[src/rtl/idma_inst64_snitch_decoder.sv]
// idma_inst64_snitch_decoder: decodes offloaded Snitch DMA instructions into iDMA backend requests
// and answers copy/status instructions with transfer IDs and counter values.
module idma_inst64_snitch_decoder #(
    parameter int unsigned AddrWidth = 48,
    parameter int unsigned DataWidth = 32,
    parameter int unsigned IdWidth   = 5,
    parameter int unsigned TfIdWidth = 32
) (
    input  logic                 clk_i,
    input  logic                 rst_ni,
    input  logic                 acc_qvalid_i,
    output logic                 acc_qready_o,
    input  logic [31:0]          acc_qdata_op_i,
    input  logic [DataWidth-1:0] acc_qdata_arga_i,
    input  logic [DataWidth-1:0] acc_qdata_argb_i,
    input  logic [IdWidth-1:0]   acc_qid_i,
    output logic                 acc_pvalid_o,
    input  logic                 acc_pready_i,
    output logic [DataWidth-1:0] acc_pdata_o,
    output logic [IdWidth-1:0]   acc_pid_o,
    output logic                 acc_perror_o,
    output logic                 req_valid_o,
    input  logic                 req_ready_i,
    output logic [AddrWidth-1:0] req_src_o,
    output logic [AddrWidth-1:0] req_dst_o,
    output logic [DataWidth-1:0] req_len_o,
    output logic [DataWidth-1:0] req_src_stride_o,
    output logic [DataWidth-1:0] req_dst_stride_o,
    output logic [DataWidth-1:0] req_reps_o,
    output logic [4:0]           req_cfg_o,
    input  logic                 tf_done_i
);
    typedef enum logic [1:0] {IDLE, ISSUE, RESP} state_e;

    state_e                   state, state_next;
    logic                     accept, legal, is_copy, is_stat;
    logic [6:0]               funct7;
    logic [1:0]               sel;
    logic [4:0]               copy_cfg;
    logic [DataWidth-1:0]     stat_val;
    logic [2*DataWidth-1:0]   addr_arg;
    logic [TfIdWidth-1:0]     next_id, done_cnt;

    always_comb begin
        funct7   = acc_qdata_op_i[31:25];
        legal    = acc_qdata_op_i[6:0] == 7'b0101011 && acc_qdata_op_i[14:12] == 3'b000 && funct7 < 7'd8;
        is_copy  = legal && (funct7 == 7'd2 || funct7 == 7'd3);
        is_stat  = legal && (funct7 == 7'd4 || funct7 == 7'd5);
        accept   = acc_qvalid_i && state == IDLE;
        addr_arg = {acc_qdata_argb_i, acc_qdata_arga_i};
        copy_cfg = funct7[0] ? acc_qdata_argb_i[4:0] : acc_qdata_op_i[24:20];
        sel      = funct7[0] ? acc_qdata_argb_i[1:0] : acc_qdata_op_i[21:20];
        // selector 3 (request pending) is always 0 because status is only accepted in IDLE
        stat_val = sel == 2'd0 ? DataWidth'(done_cnt) :
                   sel == 2'd1 ? DataWidth'(next_id) :
                   sel == 2'd2 ? DataWidth'(next_id != done_cnt) : '0;
    end

    always_comb begin
        state_next = state;
        case (state)
            IDLE:    if (accept) state_next = is_copy ? ISSUE : (!legal || is_stat) ? RESP : IDLE;
            ISSUE:   if (req_ready_i) state_next = RESP;
            RESP:    if (acc_pready_i) state_next = IDLE;
            default: state_next = IDLE;
        endcase
    end

    always_ff @(posedge clk_i or negedge rst_ni) begin
        if (!rst_ni) state <= IDLE;
        else         state <= state_next;
    end

    assign acc_qready_o = state == IDLE;
    assign req_valid_o  = state == ISSUE;
    assign acc_pvalid_o = state == RESP;

    always_ff @(posedge clk_i or negedge rst_ni) begin
        if (!rst_ni) begin
            req_src_o        <= '0;
            req_dst_o        <= '0;
            req_len_o        <= '0;
            req_cfg_o        <= '0;
            req_src_stride_o <= '0;
            req_dst_stride_o <= '0;
            req_reps_o       <= '0;
            next_id          <= '0;
            done_cnt         <= '0;
            acc_pdata_o      <= '0;
            acc_pid_o        <= '0;
            acc_perror_o     <= 1'b0;
        end else begin
            if (tf_done_i && done_cnt != next_id) done_cnt <= done_cnt + TfIdWidth'(1);
            if (accept) begin
                if (legal && funct7 == 7'd0) req_src_o <= addr_arg[AddrWidth-1:0];
                if (legal && funct7 == 7'd1) req_dst_o <= addr_arg[AddrWidth-1:0];
                if (legal && funct7 == 7'd6) begin
                    req_src_stride_o <= acc_qdata_arga_i;
                    req_dst_stride_o <= acc_qdata_argb_i;
                end
                if (legal && funct7 == 7'd7) req_reps_o <= acc_qdata_arga_i;
                if (is_copy) begin
                    req_len_o   <= acc_qdata_arga_i;
                    req_cfg_o   <= copy_cfg;
                    next_id     <= next_id + TfIdWidth'(1);
                    acc_pdata_o <= DataWidth'(next_id);
                end
                if (is_stat) acc_pdata_o <= stat_val;
                if (!legal) acc_pdata_o <= '0;
                if (is_copy || is_stat || !legal) begin
                    acc_pid_o    <= acc_qid_i;
                    acc_perror_o <= !legal;
                end
            end
        end
    end
endmodule

[config.mk]
export PLATFORM = sky130hd
export DESIGN_NAME = idma_inst64_snitch_decoder
export DESIGN_NICKNAME = d
export VERILOG_FILES = /design/src/rtl/idma_inst64_snitch_decoder.sv
export SDC_FILE = /design/constraint.sdc
export NUM_CORES = 1
export LEC_CHECK = 0
export BUFFER_PORTS_ARGS = -buffer_cell sky130_fd_sc_hd__buf_2
export CAP_MARGIN = 20
export CORE_ASPECT_RATIO = 0.8
export CORE_UTILIZATION = 35
export DETAILED_ROUTE_END_ITERATION = 10
export PLACE_DENSITY_LB_ADDON = 0.05
export SETUP_SLACK_MARGIN = 0.2
export SLEW_MARGIN = 20
export SYNTH_ARGS = -nofsm -noshare
export SYNTH_HDL_FRONTEND = slang
export SYNTH_SLANG_ARGS = --single-unit
[constraint.sdc]
create_clock -name clk_i -period 2.95 [get_ports clk_i]
set_input_delay 0.4425 -clock clk_i [delete_from_list [all_inputs] [get_ports clk_i]]
set_output_delay 0.4425 -clock clk_i [all_outputs]
set_load 0.01 [all_outputs]
==> results by group <==
Yosys
  • Synth Instances: approximately 1000
  • Post-synth top area cell: dfrtp_1
  • Most instantiated cells after synthesis: dfrtp_1, mux2_2, xnor2_1, nand2_1, clkbuf_1
  • Syn_nets: around 1100
  • Synth warn: 0
  • Synth area leaders: dfrtp_1, mux2_2, xnor2_1
  • Post-synth design cell area: 13670 µm²
  • Ys async rst share: between 90% and 100%
  • Syn_area_per_cell: approximately 14 µm²
  • Post-synth EDFFs: 0
  • Area share of the largest cell type after synthesis: 60.98%
  • Library cells used by synthesis: 40
  • Sequential area share after synthesis: approximately three fifths
  • Yosys reg bits: 333
  • Dominant synthesized flop cell: dfrtp_1
  • Cell with the most instances after synthesis: dfrtp_1

Job
  • Max cap viols: 0

Power
  • VDD IR max: 0.4071 mV
  • P_leak: 9.433 nW
  • Design Power: 9.729 mW
  • Power per cell area: 554.5 nW/µm²

STA
  • Final Max Tran Viols: 0
  • Relative slew margins: 64.36%
  • RSZ-0062 raised after global routing: no
  • Final Skew: 0.01538 ns
  • Final Hold Fails: 0
  • Minimum clock period: 2.464 ns
  • Final worst-path cycle share: 83.54%
  • Maximum clock frequency: between 400 and 500 MHz
  • Final setup fails: 0
  • Worst Tran Pin Value: roughly 0.53 ns
  • Worst setup margin: 0.4856 ns
  • Sum of negative setup slack: 0 ns

Place
  • Hpwl dp: 28420 µm
  • Inst Count DP: 1851
  • Pre-CTS WS: 0.1087 ns
  • Port Buffers: 366
  • Cell Area, Placed: ~16000 µm²
  • Gpl congestion: 0.8052

Clocking
  • H-Tree Depth: 2
  • Clock slew at reported path FFs: 0.06 ns
  • Root Driver: clkbuf_16
  • Longest Clk Path Bufs: 3
  • Clk_lat worst skew: 0.53 ns
  • Post-CTS setup buffer count: 0
  • Number of buffers created by CTS: 38
  • Clock Sinks: 333
  • CTS tree: built

Die
  • Core area: 38360 µm²
  • Die footprint: between 30000 and 40000 µm²
  • Row Count: 64
  • Boundary Pins: 377
  • Die width: 222.9 µm
  • Chip Height: ~180 µm
  • Initial core utilization: 35.63%

Setup path
  • Worst r2r dst: req_src_stride_o[8]
  • CP Capture Type: register
  • Critical path required time: 3.35 ns
  • Worst R2R Setup Slack: 0.49 ns
  • Crit-path max FO: 28
  • R2R cell count: 6
  • Critical path arrival: 2.87 ns
  • Crit path launch type: register
  • Worst Setup SP: state[1]
  • Critical Path End: req_src_stride_o[8]
  • Worst R2R Start: state[1]
  • Kind of critical path: register to register

Route
  • Post-Route WL: 39570 µm
  • DR WL/cell: 20.61 µm
  • DRC Markers: 0
  • Drt initial violations: 443
  • ANT nets after route: 0
  • Vias post-DR: 9495
  • DR vias/cell: slightly below 5
  • DR pass1 iterations: 5

Global routing
  • Antenna violations before repair: 7
  • Total Routing Usage GR: 20.04%
  • Grt met3 use: 5.965%
  • Fraction of met1 tracks used by global routing: 26.97%
  • Total grt overflow: 0
  • Most Crowded Layer GR: met2
  • M2 GR Usage: 31.24%
  • Largest net degree at the start of global routing: 67
  • Number of global-route vias before repair: 9554
  • First-pass GRT wire length: 60380 µm

Run status
  • Status: finished clean

Layout
  • Layout net count: ~1500
  • Fin cells: 1920
  • Multi-input logic area: 5090 µm²
  • Design area: ~18000 µm²
  • Fillers: 3685
  • Share of layout cells above drive strength 1: 49.05%
  • Syn-to-layout area delta: 28.38%
  • Storage element area: 8333 µm²

Worst hold path
  • HP Class: primary input to register
-- timing repair --
item,in CTS,in global routing
hold buffers,1,0
endpoints found under the setup margin,0,1
endpoints found under the hold margin,47,0
gates resized for setup,0,1
-- report_power, final --
part	total [mW]	internal (mW)	switching [mW]
logic	0.486	0.196	0.290
clock network	4.50	2.66	1.85
registers	4.74	4.64	0.103
-- logic make-up after synthesis --
kind of cell / synth area share, %
simple gates: 7.682
compound gates: 3.662
xor+xnor: 6.025
flops: 60.98
mux: 19.40
buf+inv: 2.069
fa+ha+maj: 0.1831
-- routing by layer --
metal  part of all wire, %  vias up
li1                      -     4336
met1                    45     4836
met2                    46      259
met3                   6.8       62
met4                   2.2        2
met5                 0.020        -
-- how the worst min path moves through the flow --
stage                  from              to  slack [ns]  cells after the start
2_1_floorplan        rst_ni  acc_pdata_o[0]        0.15                      0
3_3_place_gp         rst_ni   req_dst_o[20]        0.42                      1
3_5_place_dp         rst_ni   req_dst_o[20]        0.42                      1
4_1_cts         req_ready_i        state[1]        0.11                      3
5_1_grt        acc_qid_i[3]    acc_pid_o[3]        0.13                      2
6_report        req_ready_i        state[1]        0.14                      3
-- state kept, by name (all words and copies together), names as in the netlist --
name              cells
done_cnt             32
acc_pdata_o          32
req_dst_stride_o     32
req_len_o            32
req_dst_o            48
acc_pid_o             5
next_id              32
req_src_o            48
state                 2
acc_perror_o          1
req_cfg_o             5
req_reps_o           32
req_src_stride_o     32
-- placed cells by master (no fill, tap or decap), types with 3 or more instances in the layout --
| master | count |
|---|---|
| buf_2 | 365 |
| dfrtp_1 | 333 |
| mux2_2 | 227 |
| xnor2_1 | 68 |
| nand2_1 | 55 |
| clkbuf_16 | 39 |
| o21ai_0 | 33 |
| nand4_1 | 31 |
| a22oi_1 | 31 |
| nor2_1 | 27 |
| buf_4 | 26 |
| xor2_1 | 25 |
| nand3_1 | 21 |
| and3_1 | 17 |
| a21oi_1 | 13 |
| clkbuf_1 | 13 |
| buf_12 | 12 |
| clkbuf_8 | 9 |
| inv_1 | 8 |
| nor3_1 | 8 |
| and4_1 | 6 |
| mux2i_1 | 5 |
| nor2b_1 | 5 |
| and2_1 | 4 |
| nor4_1 | 4 |
| mux2_1 | 4 |
| nor4_2 | 3 |
| clkinv_2 | 3 |
-- through the flow --
| stage | util (%) | hold slack, ns |
|---|---|---|
| finish | 45.74 | 0.1419 |
| detailed placement | 42.61 | 0.4210 |
| CTS | 45.71 | 0.1051 |
| floorplan | - | 0.1469 |
| global route | 45.74 | 0.1331 |
| global placement | 42.61 | 0.4198 |
-- cell type report --
type / count / area share [%]
Antenna cell: 2 / 0.02853
Inverter: 8 / 0.1712
Tap cell: 495 / 3.530
Sequential cell: 333 / 47.50
Clock inverter: 5 / 0.1783
Timing Repair Buffer: 405 / 13.04
Multi-Input combinational cell: 611 / 29.01
Clock buffer: 61 / 6.547
-- critical path, cell delays in order (launching register included) --
cell and delay, ns:
dfrtp_1 0.43, or3b_2 0.52, or3_4 0.39, nor3_4 0.20, buf_12 0.24, buf_12 0.19, mux2_2 0.34
Power figures use the tool's default switching activity.
